--- src/rtl/fun_fpcvt_lanes.sv ---
// Multi-lane binary64/binary32 to signed-integer converter with a STAGES-deep pipeline and a global stall.
// Optional sticky exception accumulator enabled by defining FPCVT_STICKY_EN.
module fun_fpcvt_lanes #(
  parameter int LANES  = 3,
  parameter int STAGES = 2,
  parameter int RM_LSB = 0
) (
  input  logic                  clk,
  input  logic                  rst,
  input  logic [31:0]           fpcsr,
  input  logic                  clkEn,
  input  logic [LANES-1:0]      en,
  input  logic [LANES*68-1:0]   A,
  input  logic [LANES-1:0]      isDBL,
  input  logic [LANES-1:0]      is32b,
`ifdef FPCVT_STICKY_EN
  input  logic                  sticky_clr,
  output logic [1:0]            sticky_exc,
`endif
  output logic [LANES*64-1:0]   res,
  output logic [LANES-1:0]      res_en,
  output logic [LANES*2-1:0]    exc
);

  // Unpacked operand: integer magnitude plus guard/sticky, and the special cases
  typedef struct packed {
    logic        valid;
    logic        sign;
    logic [63:0] mag;
    logic        guard;
    logic        sticky;
    logic        huge;
    logic        nan;
    logic [1:0]  rm;
    logic        w32;
  } cvt_t;

  typedef struct packed {
    logic [63:0] val;
    logic [1:0]  flags;
  } out_t;

  function automatic cvt_t unpack_op(input logic [67:0] a, input logic dbl,
                                     input logic w32, input logic [1:0] rm,
                                     input logic v);
    cvt_t               o;
    logic [10:0]        ex;
    logic               all_ones;
    logic               frac_nz;
    logic [63:0]        m64;
    logic signed [12:0] e;
    logic [127:0]       fx;
    o       = '0;
    o.valid = v;
    o.rm    = rm;
    o.w32   = w32;
    // Mantissa is left-aligned so bit 63 carries the hidden bit for both formats
    if (dbl) begin
      o.sign   = a[63];
      ex       = a[62:52];
      all_ones = &a[62:52];
      frac_nz  = |a[51:0];
      m64      = {|a[62:52], a[51:0], 11'b0};
      e        = $signed({2'b00, ex}) - 13'sd1023;
    end else begin
      o.sign   = a[31];
      ex       = {3'b000, a[30:23]};
      all_ones = &a[30:23];
      frac_nz  = |a[22:0];
      m64      = {|a[30:23], a[22:0], 40'b0};
      e        = $signed({2'b00, ex}) - 13'sd127;
    end
    o.nan  = all_ones & frac_nz;
    o.huge = all_ones ? ~frac_nz : (e > 13'sd63);
    fx     = '0;
    if (e >= 13'sd0 && e <= 13'sd63) begin
      fx       = {m64, 64'b0} >> (6'd63 - e[5:0]);
      o.mag    = fx[127:64];
      o.guard  = fx[63];
      o.sticky = |fx[62:0];
    end else if (e == -13'sd1) begin
      o.guard  = m64[63];
      o.sticky = |m64[62:0];
    end else if (e < -13'sd1) begin
      o.sticky = |m64;
    end
    return o;
  endfunction

  function automatic out_t round_op(input cvt_t c);
    out_t        o;
    logic        any;
    logic        inc;
    logic [64:0] r;
    logic [64:0] lim;
    logic        ovf;
    logic [63:0] min_int;
    logic [63:0] max_int;
    any = c.guard | c.sticky;
    case (c.rm)
      2'd0:    inc = c.guard & (c.sticky | c.mag[0]);
      2'd1:    inc = 1'b0;
      2'd2:    inc = c.sign & any;
      default: inc = ~c.sign & any;
    endcase
    r = {1'b0, c.mag} + {64'b0, inc};
    // Negative range reaches one further than positive, so -2^63/-2^31 stay valid
    if (c.w32) lim = c.sign ? 65'h0_0000_0000_8000_0000 : 65'h0_0000_0000_7FFF_FFFF;
    else       lim = c.sign ? 65'h0_8000_0000_0000_0000 : 65'h0_7FFF_FFFF_FFFF_FFFF;
    ovf     = c.huge | (r > lim);
    min_int = c.w32 ? 64'hFFFF_FFFF_8000_0000 : 64'h8000_0000_0000_0000;
    max_int = c.w32 ? 64'h0000_0000_7FFF_FFFF : 64'h7FFF_FFFF_FFFF_FFFF;
    if (c.nan)    o.val = min_int;
    else if (ovf) o.val = c.sign ? min_int : max_int;
    else          o.val = c.sign ? -r[63:0] : r[63:0];
    o.flags = {c.nan | ovf, any & ~(c.nan | ovf)};
    return o;
  endfunction

  cvt_t s1  [LANES];
  cvt_t fin [LANES];
  out_t rnd [LANES];
  logic unused_bits;

  always_comb begin
    unused_bits = ^fpcsr;
    for (int l = 0; l < LANES; l++) begin
      s1[l]       = unpack_op(A[l*68 +: 68], isDBL[l], is32b[l], fpcsr[RM_LSB +: 2], en[l]);
      unused_bits = unused_bits ^ (^A[l*68+64 +: 4]);
    end
  end

  generate
    if (STAGES == 1) begin : g_direct
      always_comb begin
        for (int l = 0; l < LANES; l++) fin[l] = s1[l];
      end
    end else begin : g_pipe
      // Stage 1 holds the unpacked/shifted operand; any further entries are plain delay
      cvt_t pipe [LANES][STAGES-1];

      always_ff @(posedge clk) begin
        if (rst) begin
          for (int l = 0; l < LANES; l++)
            for (int k = 0; k < STAGES-1; k++) pipe[l][k] <= '0;
        end else if (clkEn) begin
          for (int l = 0; l < LANES; l++) begin
            pipe[l][0] <= s1[l];
            for (int k = 1; k < STAGES-1; k++) pipe[l][k] <= pipe[l][k-1];
          end
        end
      end

      always_comb begin
        for (int l = 0; l < LANES; l++) fin[l] = pipe[l][STAGES-2];
      end
    end
  endgenerate

  always_comb begin
    for (int l = 0; l < LANES; l++) rnd[l] = round_op(fin[l]);
  end

  // Idle lanes present zero result and flags so downstream ORs see nothing stale
  always_ff @(posedge clk) begin
    if (rst) begin
      res    <= '0;
      res_en <= '0;
      exc    <= '0;
    end else if (clkEn) begin
      for (int l = 0; l < LANES; l++) begin
        res_en[l]       <= fin[l].valid;
        res[l*64 +: 64] <= fin[l].valid ? rnd[l].val : 64'd0;
        exc[l*2 +: 2]   <= fin[l].valid ? rnd[l].flags : 2'b00;
      end
    end
  end

`ifdef FPCVT_STICKY_EN
  logic [1:0] exc_or;

  always_comb begin
    exc_or = '0;
    for (int l = 0; l < LANES; l++) exc_or = exc_or | exc[l*2 +: 2];
  end

  // Clear is applied before the OR, so flags arriving with a clear survive it
  always_ff @(posedge clk) begin
    if (rst) begin
      sticky_exc <= '0;
    end else if (clkEn && |res_en) begin
      sticky_exc <= (sticky_clr ? 2'b00 : sticky_exc) | exc_or;
    end else if (sticky_clr) begin
      sticky_exc <= '0;
    end
  end
`endif

endmodule

--- config.mk ---
export PLATFORM = sky130hd
export DESIGN_NAME = fun_fpcvt_lanes
export DESIGN_NICKNAME = d
export VERILOG_FILES = /design/src/rtl/fun_fpcvt_lanes.sv
export SDC_FILE = /design/constraint.sdc
export NUM_CORES = 2
export LEC_CHECK = 0
export CAP_MARGIN = 10
export CORE_MARGIN = 1.5
export CORE_UTILIZATION = 40
export DETAILED_ROUTE_END_ITERATION = 10
export MAX_ROUTING_LAYER = met4
export SYNTH_ARGS = -nofsm -noshare
export SYNTH_HDL_FRONTEND = slang
export SYNTH_SLANG_ARGS = --single-unit
--- constraint.sdc ---
create_clock -name clk -period 19.6 [get_ports clk]
set_input_delay 2.94 -clock clk [delete_from_list [all_inputs] [get_ports clk]]
set_output_delay 2.94 -clock clk [all_outputs]
set_load 0.1 [all_outputs]
==> out/metrics.cfg <==
[status]
status=finished clean

[critical_path]
start_kind=register
critPathKind=register to register
worst_ep_arrival_time_ns=9.66
worst_setup_path_end_kind=register
crit_required_ns=20.07
crit_path_max_fo=62

[yosys]
cells_taking_the_most_area_after_synthesis=sky130_fd_sc_hd__edfxtp_1 14%, sky130_fd_sc_hd__dfxtp_1 8.9%, sky130_fd_sc_hd__mux2i_1 8.5%
synthFlopType=sky130_fd_sc_hd__edfxtp_1
post_synthesis_cell_area_um2=45360
synthArstFlopShare=0
ys_seq_area_frac=0.2310
synth.largest_area_cell=sky130_fd_sc_hd__edfxtp_1
syn-num-nets=6344
synth.most_common_cell=sky130_fd_sc_hd__nand2_1
synthCells=5880
ys_seq_elements=416
synth-edff-count=215
postSynthAreaPerCell_um2=7.714
synth-warning-count=0
most_frequent_cells_after_synthesis=648 x sky130_fd_sc_hd__nand2_1, 579 x sky130_fd_sc_hd__nor2_1, 384 x sky130_fd_sc_hd__mux2i_1
synth_cell_type_count=116
synth_top_cell_area_share=0.1423

[route]
num_vias=46420
first_iter_violations=4820
post-route-drc-count=0
routedWlPerCell_um=22.81
detail-route-antenna-nets=0
routed_wl_mm=172.4
avgViaCountPerCell=6.143
dr.pass1.iters=6

[timing]
period_share=0.4685
setup_tns_ns=0
worst_slack_ns=10.42
slew-limit-headroom=0.2032
maxSlewViolCount=0
hold_slack_ns=0.4381
fmax_mhz=108.9
tightest_slew_ns=1.184
final-setup-viol-count=0
timing.final.crit_period_ns=9.182
clock-skew-final_ns=0.04515
rsz0062_at_grt=false
finalHoldViolCount=0

[finish]
final_core_util=0.4619
multi_input_comb_area_um2=32770
fillCellCount=11300
area_growth_syn_to_layout_pct=14.56
design.final.nets=6478
register_area_um2=10480
layout-drive-gt1-share=0.07466
final_area_um2=51960

[floorplan]
design.core.area_um2=112500
row_count=123
floorplan.die.height_um=339.8
floorplan.die_area_um2=115400
initial_utilization=0.4032
floorplan_die_width_um=339.8
num_io_pins=449

[clock_network]
root_buffer=sky130_fd_sc_hd__clkbuf_16
ctsHtreeMaxLevel=2
cts-buffers-inserted=49
clkTransAtPathRegs_ns=0.06
postCtsHoldBufs=0
clk_path_buf_depth=3
clk_latency_ns=0.64
cts_tree=yes
postCtsResizedCells=0
postCtsSetupBuffers=0
cts.sinks=416

[pwr]
netSwitchingPower_mw=1.421
combinationalPowerShare=0.421
power.internal_mw=1.970
power.density_nw_per_um2=65.24
power.static_leakage_nw=19.83
swShare=0.4190
p_seq_frac=0.302
ir_drop_mv=0.05671
pwr-share-clk=0.276

[global_routing]
first_global_vias=42630
largest_net_degree_at_the_start_of_global_routing=226
globalRouteTotalUtil=0.2935
grt-ovfl-total=0
global_route_wire_length_before_repair_mm=261.5
initial_antenna_violation_count=2

[placement]
place.port_buffers=406
gp_congestion=0.9868
post_dp_cell_area_um2=50320
post-place-ws_ns=10.47
detailed_place_hpwl_mm=134.9

[flow_run]
timing.max_cap.violations=0

[worst_hold_path]
hp-class=register to register

critical path: stages (launching register included):
cell and delay [ns]:
sky130_fd_sc_hd__edfxtp_1 0.36, sky130_fd_sc_hd__buf_4 0.32, sky130_fd_sc_hd__o21ai_0 0.25, sky130_fd_sc_hd__o221ai_1 0.13
sky130_fd_sc_hd__a21oi_1 0.41, sky130_fd_sc_hd__ha_1 0.45, sky130_fd_sc_hd__ha_1 0.43, sky130_fd_sc_hd__nand4_1 0.53
sky130_fd_sc_hd__nor4_2 0.60, sky130_fd_sc_hd__nand3_1 0.52, sky130_fd_sc_hd__or4_1 0.60, sky130_fd_sc_hd__xnor2_1 0.54
sky130_fd_sc_hd__ha_1 0.24, sky130_fd_sc_hd__nand4_1 0.15, sky130_fd_sc_hd__nor4_1 0.60, sky130_fd_sc_hd__inv_1 0.15
sky130_fd_sc_hd__nor4b_1 0.42, sky130_fd_sc_hd__nand4_1 0.23, sky130_fd_sc_hd__o22ai_1 0.19, sky130_fd_sc_hd__a221o_1 0.13
sky130_fd_sc_hd__buf_4 0.32, sky130_fd_sc_hd__nand3_1 0.85, sky130_fd_sc_hd__a31oi_1 0.48, sky130_fd_sc_hd__o21ai_0 0.11
cell families after synthesis:
| family | Yosys count | synth area share |
|---|---|---|
| xor gates and xnor gates | 293 | 0.05751 |
| DFF | 416 | 0.2310 |
| buffers and inverters | 560 | 0.04998 |
| and+or+nand+nor | 2399 | 0.2648 |
| adders and majority gates | 216 | 0.05958 |
| muxes | 543 | 0.1310 |
| AOI/OAI and AO/OA | 1453 | 0.2061 |
registers in the layout, indices dropped and copies added (netlist names):
signal	count
exc	6
g_pipe.pipe	215
res	192
res_en	3
cell type report:
type | instances | share of cell area
inverter | 163 | 0.01192
timing repair buffer | 480 | 0.08798
clock buffer | 60 | 0.02581
antenna | 3 | 0.0001445
multi-input combinational | 4904 | 0.6307
clock inverter | 31 | 0.005634
sequential | 416 | 0.2017
tap | 1500 | 0.03612
metal layers:
metal,part of all wire,vias to the layer above,wire [µm],track usage
met3,0.059,258,10190,0.03198
li1,-,22370,-,-
met2,0.45,1614,77930,0.4539
met4,0.029,0,5002,0.08268
met5,0,-,0,-
met1,0.46,22180,79290,0.4037
power groups by stage:
stage	Sequential, mW	Combinational (mW)	Clock, mW
finish	1.02	1.43	0.937
global route	1.03	1.53	0.994
CTS	1.02	1.40	0.962
detailed placement	1.04	1.40	0
global placement	1.04	1.39	0
floorplan	1.16	0.846	0
metrics by stage:
| stage | instances | power (mW) |
|---|---|---|
| after floorplan | 5880 | 2.007 |
| after global placement | 7463 | 2.433 |
| after detailed placement | 7463 | 2.439 |
| after CTS | 7554 | 3.388 |
| after global routing | 7555 | 3.555 |
| final | 7557 | 3.390 |
worst paths after layout:
check / end / from / slack, ns / cells past startpoint
max: res[110]$_SDFFE_PP0P_ / g_pipe.pipe[0][144]$_SDFFCE_PN0P_ / 10.42 / 23
min: res[161]$_SDFFE_PP0P_ / res[161]$_SDFFE_PP0P_ / 0.44 / 2
max reg2reg: res[110]$_SDFFE_PP0P_ / g_pipe.pipe[0][144]$_SDFFCE_PN0P_ / 10.42 / 23
min reg2reg: res[161]$_SDFFE_PP0P_ / res[161]$_SDFFE_PP0P_ / 0.44 / 2
placed cells by master (no fill, tap or decap), types with 36 or more instances in the layout:
master | Yosys | layout
sky130_fd_sc_hd__a211oi_1 | 97 | 97
sky130_fd_sc_hd__a21o_1 | 53 | 53
sky130_fd_sc_hd__a21oi_1 | 375 | 375
sky130_fd_sc_hd__a22oi_1 | 53 | 53
sky130_fd_sc_hd__a31oi_1 | 82 | 81
sky130_fd_sc_hd__and2_1 | 55 | 55
sky130_fd_sc_hd__and3_1 | 86 | 86
sky130_fd_sc_hd__and4_1 | 46 | 46
sky130_fd_sc_hd__buf_4 | 12 | 87
sky130_fd_sc_hd__clkbuf_16 | 0 | 52
sky130_fd_sc_hd__clkdlybuf4s50_1 | 0 | 387
sky130_fd_sc_hd__dfxtp_1 | 201 | 201
sky130_fd_sc_hd__edfxtp_1 | 215 | 215
sky130_fd_sc_hd__ha_1 | 216 | 216
sky130_fd_sc_hd__inv_1 | 159 | 158
sky130_fd_sc_hd__mux2_2 | 131 | 131
sky130_fd_sc_hd__mux2i_1 | 384 | 375
sky130_fd_sc_hd__nand2_1 | 648 | 647
sky130_fd_sc_hd__nand3_1 | 249 | 249
sky130_fd_sc_hd__nand4_1 | 178 | 178
sky130_fd_sc_hd__nor2_1 | 579 | 575
sky130_fd_sc_hd__nor3_1 | 155 | 155
sky130_fd_sc_hd__nor4_1 | 120 | 120
sky130_fd_sc_hd__o211ai_1 | 63 | 63
sky130_fd_sc_hd__o21ai_0 | 348 | 347
sky130_fd_sc_hd__o31ai_1 | 59 | 59
sky130_fd_sc_hd__o41ai_1 | 43 | 43
sky130_fd_sc_hd__or3_1 | 48 | 48
sky130_fd_sc_hd__or4_1 | 36 | 36
sky130_fd_sc_hd__xnor2_1 | 173 | 171
sky130_fd_sc_hd__xor2_1 | 116 | 115
(Power assumes the default switching activity.)
